$ cat config.mk
export PLATFORM = sky130hd
export DESIGN_NAME = dmem_arbiter
export DESIGN_NICKNAME = d
export VERILOG_FILES = /design/src/rtl/dmem_arbiter.sv
export SDC_FILE = /design/constraint.sdc
export NUM_CORES = 1
export LEC_CHECK = 0
export ABC_AREA = 1
export BUFFER_PORTS_ARGS = -buffer_cell sky130_fd_sc_hd__buf_4
export CELL_PAD_IN_SITES_DETAIL_PLACEMENT = 0
export CELL_PAD_IN_SITES_GLOBAL_PLACEMENT = 1
export CORE_ASPECT_RATIO = 2
export CORE_MARGIN = 5
export CORE_UTILIZATION = 24
export CTS_BUF_LIST = sky130_fd_sc_hd__clkbuf_4
export CTS_CLUSTER_SIZE = 28
export DETAILED_ROUTE_END_ITERATION = 12
export GPL_TIMING_DRIVEN = 0
export MAX_ROUTING_LAYER = met4
export PLACE_DENSITY_LB_ADDON = 0.1
export SYNTH_ARGS = -nofsm -noshare
export SYNTH_HDL_FRONTEND = slang
export SYNTH_SLANG_ARGS = --single-unit
export TNS_END_PERCENT = 1
$ cat constraint.sdc
create_clock -name clk -period 1.85 [get_ports clk]
set_clock_uncertainty 0.05 [all_clocks]
set_input_delay 0.37 -clock clk [delete_from_list [all_inputs] [get_ports clk]]
set_output_delay 0.37 -clock clk [all_outputs]
set_load 0.05 [all_outputs]
$ cat src/rtl/dmem_arbiter.sv
// dmem_arbiter: shares one single-port synchronous data SRAM between the core
// data port (d_*) and the host/debug port (h_*). Writes complete in the grant
// cycle; reads return one cycle later through RD_CORE / RD_HOST.
// Build macro DMEM_ARB_STAT_EN adds saturating wait-cycle counters
// (stat_core_wait, stat_host_wait) with a synchronous clear input stat_clr.

module dmem_arbiter #(
  parameter int unsigned ADDR_W = 12,
  parameter int unsigned ARB_RR = 1
) (
  input  logic              clk,
  input  logic              rst,
  input  logic [31:0]       d_addr,
  input  logic              d_wr_req,
  output logic              d_wr_ready,
  input  logic              d_rd_req,
  output logic              d_rd_ready,
  input  logic [3:0]        d_be,
  input  logic [31:0]       d_wr_data,
  output logic [31:0]       d_rd_data,
  input  logic              h_req,
  input  logic              h_we,
  input  logic [31:0]       h_addr,
  input  logic [3:0]        h_be,
  input  logic [31:0]       h_wdata,
  output logic              h_ready,
  output logic [31:0]       h_rdata,
  output logic              m_en,
  output logic              m_we,
  output logic [3:0]        m_be,
  output logic [ADDR_W-1:0] m_addr,
  output logic [31:0]       m_wdata,
  input  logic [31:0]       m_rdata
`ifdef DMEM_ARB_STAT_EN
  ,
  input  logic              stat_clr,
  output logic [15:0]       stat_core_wait,
  output logic [15:0]       stat_host_wait
`endif
);

  localparam logic [1:0] S_IDLE    = 2'd0;
  localparam logic [1:0] S_RD_CORE = 2'd1;
  localparam logic [1:0] S_RD_HOST = 2'd2;

  localparam logic GRANT_CORE = 1'b0;
  localparam logic GRANT_HOST = 1'b1;

  logic [1:0]  state_q, state_d;
  logic        last_grant_q;
  logic [31:0] d_rd_hold_q, h_rd_hold_q;

  logic core_cand, in_idle, grant_core, grant_host;
  logic rd_core_ret, rd_host_ret;

  // Byte offset and address bits above the SRAM depth are deliberately ignored.
  logic unused_addr_bits;
  assign unused_addr_bits = ^{d_addr[31:ADDR_W+2], d_addr[1:0],
                              h_addr[31:ADDR_W+2], h_addr[1:0]};

  // Arbitration: grants only from IDLE and never while reset is asserted.
  always_comb begin
    core_cand   = d_wr_req | d_rd_req;
    in_idle     = (state_q == S_IDLE) && !rst;
    grant_core  = in_idle && core_cand &&
                  (!h_req || (ARB_RR == 0) || (last_grant_q == GRANT_HOST));
    grant_host  = in_idle && h_req && !grant_core;
    rd_core_ret = (state_q == S_RD_CORE) && !rst;
    rd_host_ret = (state_q == S_RD_HOST) && !rst;
  end

  // SRAM port mux, ready generation and next state. A core that raises both
  // write and read gets the write first; the read wins a later arbitration.
  always_comb begin
    // NOTE: every output gets a default before any branch so no latch is inferred.
    m_en    = grant_core | grant_host;
    m_we    = 1'b0;
    m_be    = 4'h0;
    m_addr  = '0;
    m_wdata = 32'h0;
    state_d = S_IDLE;
    if (grant_core) begin
      m_we    = d_wr_req;
      m_be    = d_be;
      m_addr  = d_addr[ADDR_W+1:2];
      m_wdata = d_wr_data;
      if (!d_wr_req) state_d = S_RD_CORE;
    end else if (grant_host) begin
      m_we    = h_we;
      m_be    = h_be;
      m_addr  = h_addr[ADDR_W+1:2];
      m_wdata = h_wdata;
      if (!h_we) state_d = S_RD_HOST;
    end
    d_wr_ready = grant_core && d_wr_req;
    d_rd_ready = rd_core_ret;
    h_ready    = (grant_host && h_we) || rd_host_ret;
    d_rd_data  = rst ? 32'h0 : (rd_core_ret ? m_rdata : d_rd_hold_q);
    h_rdata    = rst ? 32'h0 : (rd_host_ret ? m_rdata : h_rd_hold_q);
  end

  // State, round-robin history and read-data hold registers.
  always_ff @(posedge clk) begin
    // NOTE: clocked state uses non-blocking assignments only.
    if (rst) begin
      state_q      <= S_IDLE;
      last_grant_q <= GRANT_HOST;
      d_rd_hold_q  <= 32'h0;
      h_rd_hold_q  <= 32'h0;
    end else begin
      state_q <= state_d;
      if (grant_core)      last_grant_q <= GRANT_CORE;
      else if (grant_host) last_grant_q <= GRANT_HOST;
      if (rd_core_ret) d_rd_hold_q <= m_rdata;
      if (rd_host_ret) h_rd_hold_q <= m_rdata;
    end
  end

`ifdef DMEM_ARB_STAT_EN
  logic [15:0] stat_core_q, stat_host_q;
  logic        core_wait, host_wait;

  // A requester waits when pending, not granted, and not in its own read-return
  // cycle; the grant cycle of a read counts as served.
  always_comb begin
    core_wait = core_cand && !grant_core && (state_q != S_RD_CORE);
    host_wait = h_req && !grant_host && (state_q != S_RD_HOST);
  end

  // Saturating wait counters; clear has priority over increment.
  always_ff @(posedge clk) begin
    if (rst || stat_clr) begin
      stat_core_q <= 16'h0;
      stat_host_q <= 16'h0;
    end else begin
      if (core_wait && (stat_core_q != 16'hFFFF)) stat_core_q <= stat_core_q + 16'd1;
      if (host_wait && (stat_host_q != 16'hFFFF)) stat_host_q <= stat_host_q + 16'd1;
    end
  end

  assign stat_core_wait = stat_core_q;
  assign stat_host_wait = stat_host_q;
`endif

endmodule

# Yosys cells after proc, flatten, opt, wreduce, memory -nomap -nowiden
# Cells that the tools add are included.
[word_totals]
regBits = 67
input_bits = 174
output_inout_bits = 117
elab_cells = 42
[classes]
eq_ne = 2
mux = 18
n_bitwise = 2
reduce_logical = 16
[op_table]
columns = ["operator", "count"]
rows = [
  ["32-bit two-way mux", 6],
  ["12-bit two-way mux", 2],
  ["1-bit logical AND", 9],
  ["4-bit two-way mux", 2],
  ["2-bit two-way mux", 3],
  ["1-bit two-way mux", 5],
  ["1-bit zero test", 3],
  ["2-bit by 1-bit == test with 1-bit output, second input constant", 1],
  ["2-bit == test, second input constant", 1],
  ["2-bit zero test", 1],
  ["1-bit logical OR", 2],
  ["1-bit bitwise OR", 2],
  ["2-bit nonzero test", 1],
]

# Logic depth before layout (Yosys ltp)
[logic_depth]
word_depth = 8
ltp_mapped = 7
ltp_nobuf = 6

# Worst setup path after synthesis
# Ideal clock, no wire load.
[synth_timing]
path_kind = "input to output"
from = "in rst"
to = "out d_rd_data[22]"
arrival_time_ps = 1503
required_time_ps = 1430
slack_ps = -73
cell_stages = 6
n_path_buf = 1
cell_sequence = "nor2_2 nand2_1 inv_1 buf_2 nand2_1 nand2_1"
[synth_between]
elab_chain_cells = 4
[synth_rtl]
columns = ["element", "line", "rtl"]
rows = [
  ["from (decl)", "12", "input logic rst,"],
  ["1-bit zero test", "68", "rd_core_ret = (state_q == S_RD_CORE) && !rst;"],
  ["1-bit logical AND", "68", ""],
  ["via d_rd_ready", "17", "output logic d_rd_ready,"],
  ["32-bit two-way mux", "--", ""],
  ["32-bit two-way mux", "98", "d_rd_data = rst ? 32'h0 : (rd_core_ret ? m_rdata : d_rd_hold_q);"],
  ["to (decl)", "20", "output logic [31:0] d_rd_data,"],
]
# The timed path passes the listed nets, and every way through them passes these cells.

# Worst setup path after layout
[layout_timing]
from = "reg state_q[1]"
to = "out m_addr[5]"
[layout_between]
elab_chain_cells = 8
elab_cells_between_ends = 9
cone_classes = "mux: 2; reduce/logical: 7"
[layout_rtl]
columns = ["element", "line", "rtl"]
rows = [
  ["from (decl)", "49", "logic [1:0] state_q, state_d;"],
  ["from (signal assigned)", "111", "state_q <= state_d;"],
  ["2-bit zero test (*)", "64", "in_idle = (state_q == S_IDLE) && !rst;"],
  ["1-bit logical AND (*)", "64", ""],
  ["1-bit logical AND (2 in series)", "65", "grant_core = in_idle && core_cand &&"],
  ["1-bit zero test", "67", "grant_host = in_idle && h_req && !grant_core;"],
  ["1-bit logical AND", "67", ""],
  ["12-bit two-way mux", "88", "end else if (grant_host) begin"],
  ["12-bit two-way mux (*)", "82", "if (grant_core) begin"],
  ["to (decl)", "31", "output logic [ADDR_W-1:0] m_addr,"],
]
# Every way passes the cells marked *; elsewhere a longest branch is shown, timed or not.

==> impl_results.md <==
- Outcome: finished with violations
- Failing checks: setup timing
- GP Congestion: around 0.81
- Antenna-violating nets left: 0
- Setup ws final: -0.3210 ns
- Required time worst endpoint: roughly 1.4 ns
- Final Power: about 4.1 mW
- Leak: 3.555 nW
- Synthesis Warnings: 0
- RSZ-0062 raised after global routing: true
- Reg2reg start: state_q[1]
- Peak VDD IR: 0.0004676 V
- Sequential area share after synthesis: 41.26%
- Routed wire length: between 10,000 and 15,000 um
- Worst slack, placed: -0.2996 ns
- Critical path class: reg -> out
- Worst path arrival time: 1.75 ns
- Post-synth EDFFs: 0
- Initial antenna violation count: 1
- Core ar.: 0.01336 mm2
- Root Buffer: clkbuf_4
- Slew Viols, Final: 0
- Cells along the critical path: nor2_4, nand2_2, nor2_4, buf_6, buf_6, buf_8, nand3_2, nand2_2, buf_8
- DPL Wire Length: 11,600 um
- Die height: 174.6 um
- Ranking of synthesized cells by area: dfxtp_1 (41%), nand2_1 (21%), nand3_1 (20%)
- Hold Fails Final Rpt: 0
- Synth Flop Type: dfxtp_1
- Setup Viol. Count Final: 117
- Clock Tree Buf Depth: 2
- Mapped Cells: between 500 and 600
- DR pass1 iterations: 4
- First-pass GRT wire length: approximately 23,000 um
- Vias after detailed routing: 4,239
- Drt first-iter violations: 87
- Minimum clock period: 2.171 ns
- Post-synthesis register bit count: 67
- I/O pin cnt: around 290
- Min-delay worst type: in -> reg
- Crit path launch: state_q[1]
- Clock sinks: 67
- Vias in the first global route: 4,405
- Max-Cap Viols: 0
- Power per Cell Area: around 660 mW/mm2
- Synth cell count leaders: nand2_1 (186), nand3_1 (132), dfxtp_1 (67), inv_1 (36), o21ai_0 (32)
- Routed vias/inst: 4.543
- Sequential cell area: 0.001344 mm2
- Worst Setup End Kind: output pin
- Ratio of final minimum period to clock period: 117.4%
- CP max-delay cell: dfxtp_2
- Full die area: roughly 0.016 mm2
- Reg clk slew, reported paths: 0.10 ns
- Initial Utilization: about 24%
- CTS Buf Count: 9
- Overall die width: 92.29 um
- Ys async rst share: 0%
- Largest net degree at the start of global routing: 12
- Synth cell types: 14
- Peak fanout along the critical path: 5
- Htree depth: 3
- Post-Syn Nets: 678
- Worst hold stages: 2
- Fmax: around 460 MHz
- Fillers: ~1,400
- DR WL/cell: 15.52 um
- Most area-hungry cell type in the Yosys netlist: dfxtp_1
- All-layer global routing usage: 18.38%
- Port Buffer Count: 250
- Rows: 60
- Post-Syn Area: 0.003251 mm2
- Area of the multi-input gates: 0.001654 mm2
- Post-synth top area share: 41.26%
- Synthesized area per cell: approximately 6.4 um2
- Cell with the most instances after synthesis: nand2_1
- Relative slew slack: approximately 64%
- Share of cells above drive strength 1: between 40% and 50%
- P&R area growth vs syn: 90.03%
- Clk_lat worst skew: 0.39 ns
- CTS tree: done
- Setup crit start kind: flip-flop
- Global route overflow: 0
- # nets final: 947
- Remaining DRCs: 0
- R2r worst-path depth: 7
- Hold_sp: h_we
- Slew at the pin with the worst max-slew slack: 0.5393 ns
- CP peak stage delay: around 0.35 ns
==> critical path, delay by kind of cell, from the launching register on <==
family	cells	cell delay (ns)
simple gates	5	0.51
flops	1	0.35
buf+inv	4	0.50
==> what timing repair did <==
item	in CTS	in global routing
buffers inserted	8	0
hold buffers	0	0
gates resized for setup	149	53
cloned	1	0
setup endpoints to repair	117	117
pin swaps	9	12
==> flip-flops by register name (all words and copies together) (netlist names) <==
| signal | cells |
|---|---|
| d_rd_hold_q | 32 |
| h_rd_hold_q | 32 |
| state_q | 2 |
| last_grant_q | 1 |
==> cell families after synthesis <==
| family | share of synthesized area, % |
|---|---|
| and+or+nand+nor | 42.88 |
| DFF | 41.26 |
| AOI/OAI and AO/OA | 5.196 |
| buffers and inverters | 10.66 |
==> through the flow <==
step | cells | hold slack [ns] | cell area (um2) | util [%] | TNS [ns]
after global placement | 909 | 0.4105 | 5324 | 39.84 | -13.72
after floorplan | 504 | 0.3924 | 3253 | - | -0.5838
after detailed placement | 909 | 0.4128 | 5324 | 39.84 | -16.59
after global routing | 933 | 0.03729 | 6177 | 46.23 | -39.79
final | 933 | 0.08494 | 6177 | 46.23 | -23.35
after CTS | 933 | 0.04937 | 6078 | 45.49 | -31.79
==> path summary, 6_finish.rpt <==
kind,end,slack (ns)
min reg2reg,d_rd_hold_q[13],0.43
min,state_q[1],0.08
max,m_addr[5],-0.32
max reg2reg,last_grant_q,0.62
==> report_power, final <==
group / internal, mW / total [mW] / switching (mW)
Combinational: 0.599 / 1.52 / 0.924
Sequential: 1.50 / 1.51 / 0.0148
Clock: 0.533 / 1.06 / 0.523
==> cells in the final DEF, fill, tap and decap left out, types with 2 or more instances in the layout <==
cell type / Yosys / layout
dfxtp_2: 0 / 2
buf_2: 28 / 7
buf_6: 2 / 106
dfxtp_1: 67 / 65
buf_8: 0 / 11
nand2_2: 0 / 10
clkbuf_2: 0 / 5
bufinv_16: 0 / 2
inv_1: 36 / 34
buf_4: 0 / 160
inv_2: 3 / 4
nand2_1: 186 / 176
nand3_1: 132 / 123
nor2_4: 0 / 2
clkbuf_1: 9 / 3
o21ai_1: 0 / 18
nor2_1: 3 / 3
clkbuf_4: 0 / 13
nand3_2: 0 / 9
clkinv_1: 0 / 2
o21ai_0: 32 / 13
==> per-layer routing <==
layer	vias to the layer above	global-route usage [%]	part of all wire [%]
met5	-	-	0
met4	0	6.390	2.4
met3	19	4.352	6.8
met2	177	34.80	56
met1	1892	17.88	35
li1	2151	-	-
==> area by class of cell <==
cell class,count,area share [%]
Antenna cell,1,0.04051
Timing Repair Buffer,258,38.18
Sequential cell,67,21.75
Buffer,40,5.287
Clock inverter,6,1.317
Tap cell,155,3.140
Multi-Input combinational cell,358,26.78
Clock buffer,9,1.094
Inverter,39,2.410
Note: power is estimated with default switching activity, not from simulation.
